$ cat src/rtl/d_pop_arbiter.sv
// Round-robin merge of two FIFO read ports into one valid/ready stream
// through a 2-entry skid buffer, with per-channel delivery counters.
module d_pop_arbiter (
    input  logic       clk,
    input  logic       reset,
    input  logic       active_in,
    input  logic       empty_fifo_D0,
    input  logic       empty_fifo_D1,
    input  logic [5:0] data_out_D0,
    input  logic [5:0] data_out_D1,
    input  logic       ready_in,
    output logic       D0_pop,
    output logic       D1_pop,
    output logic [5:0] data_out,
    output logic       channel_out,
    output logic       valid_out,
    output logic [7:0] count_D0,
    output logic [7:0] count_D1,
    output logic       busy_out
);

    typedef enum logic [1:0] {
        IDLE,
        RUN,
        DRAIN
    } state_t;

    typedef struct packed {
        logic       ch;
        logic [5:0] data;
    } entry_t;

    state_t     state_q;
    state_t     state_d;
    entry_t     buf0_q;
    entry_t     buf1_q;
    entry_t     wr_entry;
    logic [1:0] occ_q;
    logic       inflight_q;
    logic       inflight_ch_q;
    logic       last_q;
    logic       deliver;
    logic [2:0] load;
    logic       pop_ok;
    logic       pick_d1;
    logic       both_empty;

    assign valid_out   = (occ_q != 2'd0);
    assign data_out    = buf0_q.data;
    assign channel_out = buf0_q.ch;
    assign busy_out    = (state_q != IDLE);
    assign deliver     = valid_out & ready_in;
    assign both_empty  = empty_fifo_D0 & empty_fifo_D1;

    // Words already committed (buffered or returning) minus the one leaving now
    assign load   = {1'b0, occ_q} + {2'b00, inflight_q} - {2'b00, deliver};
    assign pop_ok = (load < 3'd2);

    assign wr_entry = inflight_ch_q ? {1'b1, data_out_D1}
                                    : {1'b0, data_out_D0};

    always_comb begin
        D0_pop  = 1'b0;
        D1_pop  = 1'b0;
        pick_d1 = !empty_fifo_D1 && (empty_fifo_D0 || !last_q);
        if (reset && state_q == RUN && pop_ok && !both_empty) begin
            D1_pop = pick_d1;
            D0_pop = !pick_d1;
        end
    end

    always_comb begin
        state_d = state_q;
        unique case (state_q)
            IDLE: begin
                if (active_in && !both_empty)
                    state_d = RUN;
            end
            RUN: begin
                if (!active_in)
                    state_d = DRAIN;
                else if (both_empty && occ_q == 2'd0 && !inflight_q)
                    state_d = IDLE;
            end
            DRAIN: begin
                if (active_in)
                    state_d = RUN;
                else if (occ_q == 2'd0 && !inflight_q)
                    state_d = IDLE;
            end
            default: state_d = IDLE;
        endcase
    end

    always_ff @(posedge clk) begin
        if (!reset) begin
            state_q       <= IDLE;
            occ_q         <= 2'd0;
            inflight_q    <= 1'b0;
            inflight_ch_q <= 1'b0;
            last_q        <= 1'b1;
            buf0_q        <= '0;
            buf1_q        <= '0;
            count_D0      <= 8'd0;
            count_D1      <= 8'd0;
        end else begin
            state_q       <= state_d;
            inflight_q    <= D0_pop | D1_pop;
            inflight_ch_q <= D1_pop;
            if (D0_pop | D1_pop)
                last_q <= D1_pop;
            occ_q <= occ_q + {1'b0, inflight_q} - {1'b0, deliver};
            case ({inflight_q, deliver})
                2'b10: begin
                    if (occ_q == 2'd0)
                        buf0_q <= wr_entry;
                    else
                        buf1_q <= wr_entry;
                end
                2'b01: buf0_q <= buf1_q;
                2'b11: begin
                    if (occ_q == 2'd1) begin
                        buf0_q <= wr_entry;
                    end else begin
                        buf0_q <= buf1_q;
                        buf1_q <= wr_entry;
                    end
                end
                default: ;
            endcase
            if (deliver) begin
                if (buf0_q.ch)
                    count_D1 <= count_D1 + 8'd1;
                else
                    count_D0 <= count_D0 + 8'd1;
            end
        end
    end

endmodule

$ cat config.mk
export PLATFORM = sky130hd
export DESIGN_NAME = d_pop_arbiter
export DESIGN_NICKNAME = d
export VERILOG_FILES = /design/src/rtl/d_pop_arbiter.sv
export SDC_FILE = /design/constraint.sdc
export NUM_CORES = 1
export LEC_CHECK = 0
export CAP_MARGIN = 30
export CORE_UTILIZATION = 50
export CTS_BUF_LIST = sky130_fd_sc_hd__clkbuf_16
export CTS_CLUSTER_DIAMETER = 40
export DETAILED_ROUTE_END_ITERATION = 8
export GPL_TIMING_DRIVEN = 1
export PLACE_DENSITY_LB_ADDON = 0.25
export RECOVER_POWER = 100
export SLEW_MARGIN = 25
export SYNTH_ARGS = -nofsm -noshare
export SYNTH_HDL_FRONTEND = slang
export SYNTH_SLANG_ARGS = --single-unit
$ cat constraint.sdc
create_clock -name clk -period 4 [get_ports clk]
set_clock_uncertainty 0.1 [all_clocks]
set_input_delay 0.8 -clock clk [delete_from_list [all_inputs] [get_ports clk]]
set_output_delay 0.8 -clock clk [all_outputs]
set_load 0.01 [all_outputs]
== Word-level counts from Yosys, hierarchy flattened ==
Index checks and enable logic that the tools add are counted.
Word-level totals
  bits in registers: 37
  input bits: 18
  output and inout port bits: 27
  word-level logic and storage cells: 74
Cells by class
  add/sub/neg operators: 6
  magnitude comparators: 1
  equality and inequality tests: 12
  muxes and demuxes: 15
  bitwise logic cells: 4
  reductions and logical operators: 25
Operators with widths (number)
  $mux W7: 5
  $pmux W7 S3: 1
  $add A8 B1 Y8 const B: 2
  $pmux W7 S2: 1
  $mux W2: 5
  $logic_and A1 B1 Y1: 8
  $ne A2 B2 Y1 const B: 4
  $eq A2 B1 Y1 const B: 3
  $eq A2 B2 Y1 const B: 3
  $pmux W2 S3: 1
  $reduce_and A2 Y1: 3
  $reduce_and A3 Y1: 2
  $reduce_bool A2 Y1: 3
  $logic_not A1 Y1: 5
  $logic_not A2 Y1: 2
  $add A2 B1 Y3: 1
  $lt A3 B2 Y1 const B: 1
  $ne A3 B2 Y1 const B: 1
  $ne A3 B3 Y1 const B: 1
  $reduce_bool A3 Y1: 1
  $sub A3 B1 Y3: 1
  $add A2 B1 Y2: 1
  $and A1 B1 Y1: 2
  $mux W1: 2
  4 further kinds: 4

== Depth between registers and ports, before layout ==
  word-level depth: 8
  mapped depth: 10
  gate-level depth less buffers: 8

== Worst setup path before layout ==
OpenSTA, ideal clock, no wires.
  kind: input to output
  from: in ready_in
  to: out D1_pop
  arrival: 2725 ps
  path slack: 375 ps
  cell stages on the path: 9
  path buffers: 2
  path through: o21a_1 buf_2 ha_1 clkbuf_1 inv_1 fa_1 nor2b_1 nand4_1 a211oi_1
On the way
  cells in the longest elaborated chain, start to end: 6
Ends and longest elaborated chain
  from (decl): line 11  | input logic ready_in,
  $and A1 B1 Y1: line 52  | assign deliver = valid_out & ready_in;
  $sub A3 B1 Y3: line 56  | assign load = {1'b0, occ_q} + {2'b00, inflight_q} - {2'b00, deliver};
  net load[1]: line 43  | logic [2:0] load;
  $lt A3 B2 Y1: line 57  | assign pop_ok = (load < 3'd2);
  $logic_and A1 B1 Y1 (2 in a row): line 66  | if (reset && state_q == RUN && pop_ok && !both_empty) begin
  $mux W1: line 66
  to (decl): line 13  | output logic D1_pop,
The timed path passes the listed nets, and every way through them passes these cells.

== Worst setup path after layout ==
  from: in ready_in
  to: out D0_pop
On the way
  cells in the longest elaborated chain, start to end: 6
Ends and longest elaborated chain
  $and A1 B1 Y1: line 52
  $sub A3 B1 Y3: line 56
  net load[1]: line 43
  $lt A3 B2 Y1: line 57
  $logic_and A1 B1 Y1 (2 in a row): line 66
  $mux W1: line 66
  to (decl): line 12  | output logic D0_pop,
The timed path passes the listed nets, and every way through them passes these cells.

==> summary.txt <==
Worst setup path
  • CP max FO: 4
  • Worst EP required: 3.10 ns
  • Max incr delay on CP: 0.45 ns
  • Crit. End Element: output port
  • Crit-path slowest cell: fa_1
  • CP startpoint kind: input pin
  • Worst Reg-to-Reg Cells: 10
  • Worst-path cell chain: clkdlybuf4s25_1 -> o21a_1 -> ha_1 -> inv_1 -> ha_1 -> fa_1 -> nor2b_1 -> nand4_1 -> clkbuf_1 -> nor2_1 -> clkbuf_1
  • WP data arrival: 2.79 ns
  • Critical setup path kind: input pin to output port

STA
  • Final setup fails: 0
  • Final WS setup: 0.306 ns
  • Slew Limit Fails: 0
  • Worst-margin pin slew: 1.46 ns
  • Part of the cycle the worst path needs: 92.3%
  • Final Critical Period: 3.69 ns
  • Normalized max-slew margin: 2.70%
  • Worst hold margin: 0.365 ns
  • Setup TNS Final: 0 ns
  • Max Fclk: 271 MHz
  • RSZ-0062 raised after global routing: no
  • Final Hold Vio Count: 0

Place
  • Dpl ws: -0.263 ns
  • I/O Buffers: 44
  • Hpwl dp: 3030 um
  • Placed cell area: 2430 um2
  • Placer congestion estimate: 0.832

Cells and area
  • Post-layout util: 70.2%
  • Synth-to-Final Area Change: 32.9%
  • Filler cells: 311
  • Post-route cell area: 2590 um2
  • NumNets Final: 295
  • ANT cells: 0
  • Share of cells above drive strength 1: 9.59%

Yosys
  • Mean post-synth cell area: 8.70 um2
  • Post-synth EDFFs: 0
  • Top cells by area, synth: dfxtp_1 38%, nand2_1 6.7%, mux2i_1 6.7%
  • Ys flop type: dfxtp_1
  • Syn Std Cell Area: 1950 um2
  • Syn_nets: 249
  • Synth cell count leaders: 37 x dfxtp_1, 35 x nand2_1, 13 x mux2i_1
  • Synth Register Bits: 37
  • Yosys top cell area share: 38.0%
  • Register area share after synthesis: 38.0%
  • Area leader, netlist: dfxtp_1
  • Yosys warns: 0
  • Syn Inst Count: 224
  • Synth cell types: 37
  • Most common cell in the netlist: dfxtp_1
  • Async SR Flop Fraction: 0%

Clock tree
  • Sink Count: 37
  • H-tree depth: 2
  • Num CTS Buffers: 5
  • CTS max path bufs: 2
  • Clk slew on worst S/H paths: 0.05 ns
  • Root Driver: clkbuf_16
  • Clk_lat worst skew: 0.28 ns
  • CTS tree: done

Drt
  • # DRC: 0
  • 1st-iter DRT viols: 148
  • DRT Pass-1 Iters: 4
  • Via Count: 1809
  • Wirelength per Cell: 14.1 um
  • Routed wire length: 4500 um
  • Drt via density: 5.67
  • Post-route ant nets: 0

Die
  • Die X: 64.4 um
  • Rows: 22
  • Core Area: 3690 um2
  • DIE HEIGHT: 64.4 um
  • Die area: 4150 um2
  • Starting Density: 52.8%
  • I/O pin cnt: 45

Power and ir drop
  • Peak VDD IR: 0.366 mV
  • LEAKAGE: 1.05 nW
  • Power Dens Cells: 498 nW/um2

Hold path
  • Worst min-delay path class: flop to flop
  • Hold Path Depth: 2

GRT
  • GR Overflow Total: 0
  • First-pass GRT wire length: 7590 um
  • Largest net degree at the start of global routing: 37
  • GRT Util Overall: 23.8%
  • Vias in the first global route: 1689
  • Initial antenna violation count: 0

Run status
  • Status: complete, no violations

Flow run
  • MaxCap Viol Count: 0
-- critical path, delay by kind of cell --
family,cells,cell delay (ns)
AND/OR/NAND/NOR,3,0.34
adder cells (fa/ha/maj),3,0.90
AO/OA/AOI/OAI,1,0.14
buffers and inverters,4,0.61
-- metrics by stage --
step	instances	total power, mW
after floorplan	224	0.712
after global placement	310	0.855
after detailed placement	310	0.865
after CTS	318	1.30
after global routing	319	1.35
final	319	1.29
-- final timing paths --
path | startpoint | end | slack (ns)
min | count_D0[7] | count_D0[7] | 0.37
max | ready_in | D0_pop | 0.31
max reg2reg | occ_q[0] | last_q | 1.49
min reg2reg | count_D0[7] | count_D0[7] | 0.37
-- routing by layer --
metal	global-route usage [%]	up-vias	share of wire (%)	wire length, um
met4	7.78	0	1.2	55
met1	26.9	845	44	1980
met3	7.04	6	4.5	204
li1	-	904	-	-
met2	42.4	54	50	2260
met5	0	-	0	0
-- state kept, by name (all words and copies together), names as in the netlist, 2 cells and up --
| signal | count |
|---|---|
| buf1_q | 7 |
| count_D0 | 8 |
| count_D1 | 8 |
| data_out | 6 |
| occ_q | 2 |
| state_q | 2 |
-- area by class of cell --
| type | count | area [um2] | area share [%] |
|---|---|---|---|
| Clock inverter | 3 | 41.3 | 1.59 |
| Timing Repair Buffer | 52 | 482 | 18.6 |
| Multi-Input combinational cell | 164 | 1100 | 42.6 |
| Sequential cell | 37 | 741 | 28.6 |
| Clock buffer | 5 | 125 | 4.83 |
| Tap cell | 48 | 60.1 | 2.32 |
| Inverter | 10 | 37.5 | 1.45 |
-- report_power, final --
group	internal (mW)	switching [mW]	leakage [nW]
clock network	0.292	0.151	0.0775
registers	0.415	0.0431	0.300
logic	0.176	0.212	0.670
total	0.883	0.406	1.05
-- what timing repair did --
action / 4_1_cts / 5_1_grt
endpoints found under the setup margin: 2 / 2
buffers inserted: 0 / 1
gates resized for setup: 2 / 7
hold buffers: 0 / 0
pin swaps: 0 / 1
-- cell families after synthesis --
kind of cell    after synthesis  synth area share, %
mux                          20                 10.7
xor+xnor                      3                 1.35
buf+inv                      23                 5.39
simple gates                 85                 22.1
compound gates               49                 17.5
fa+ha+maj                     7                 4.88
flops                        37                 38.0
-- cell usage in the layout, fill, tap and decap left out, types with 2 or more instances in the layout --
master,Yosys,final
a41oi_1,7,7
nor4_1,5,5
clkbuf_1,7,3
o2111ai_1,2,2
inv_1,10,10
or2_2,2,2
dfxtp_1,37,37
dlygate4sd3_1,0,26
o21ai_0,11,11
nand2_1,35,35
clkdlybuf4s50_1,0,15
a21oi_1,11,11
clkbuf_16,0,5
ha_1,6,6
nor2_1,5,5
or4_1,4,4
nand4_1,3,3
nand2b_1,7,7
and2_1,2,2
mux2_2,7,7
xor2_1,3,3
mux2i_1,13,13
buf_4,2,5
a211oi_1,2,2
nand3_1,11,11
o31ai_1,11,11
nor2b_1,3,3
or3_1,4,4
(Power assumes the default switching activity.)
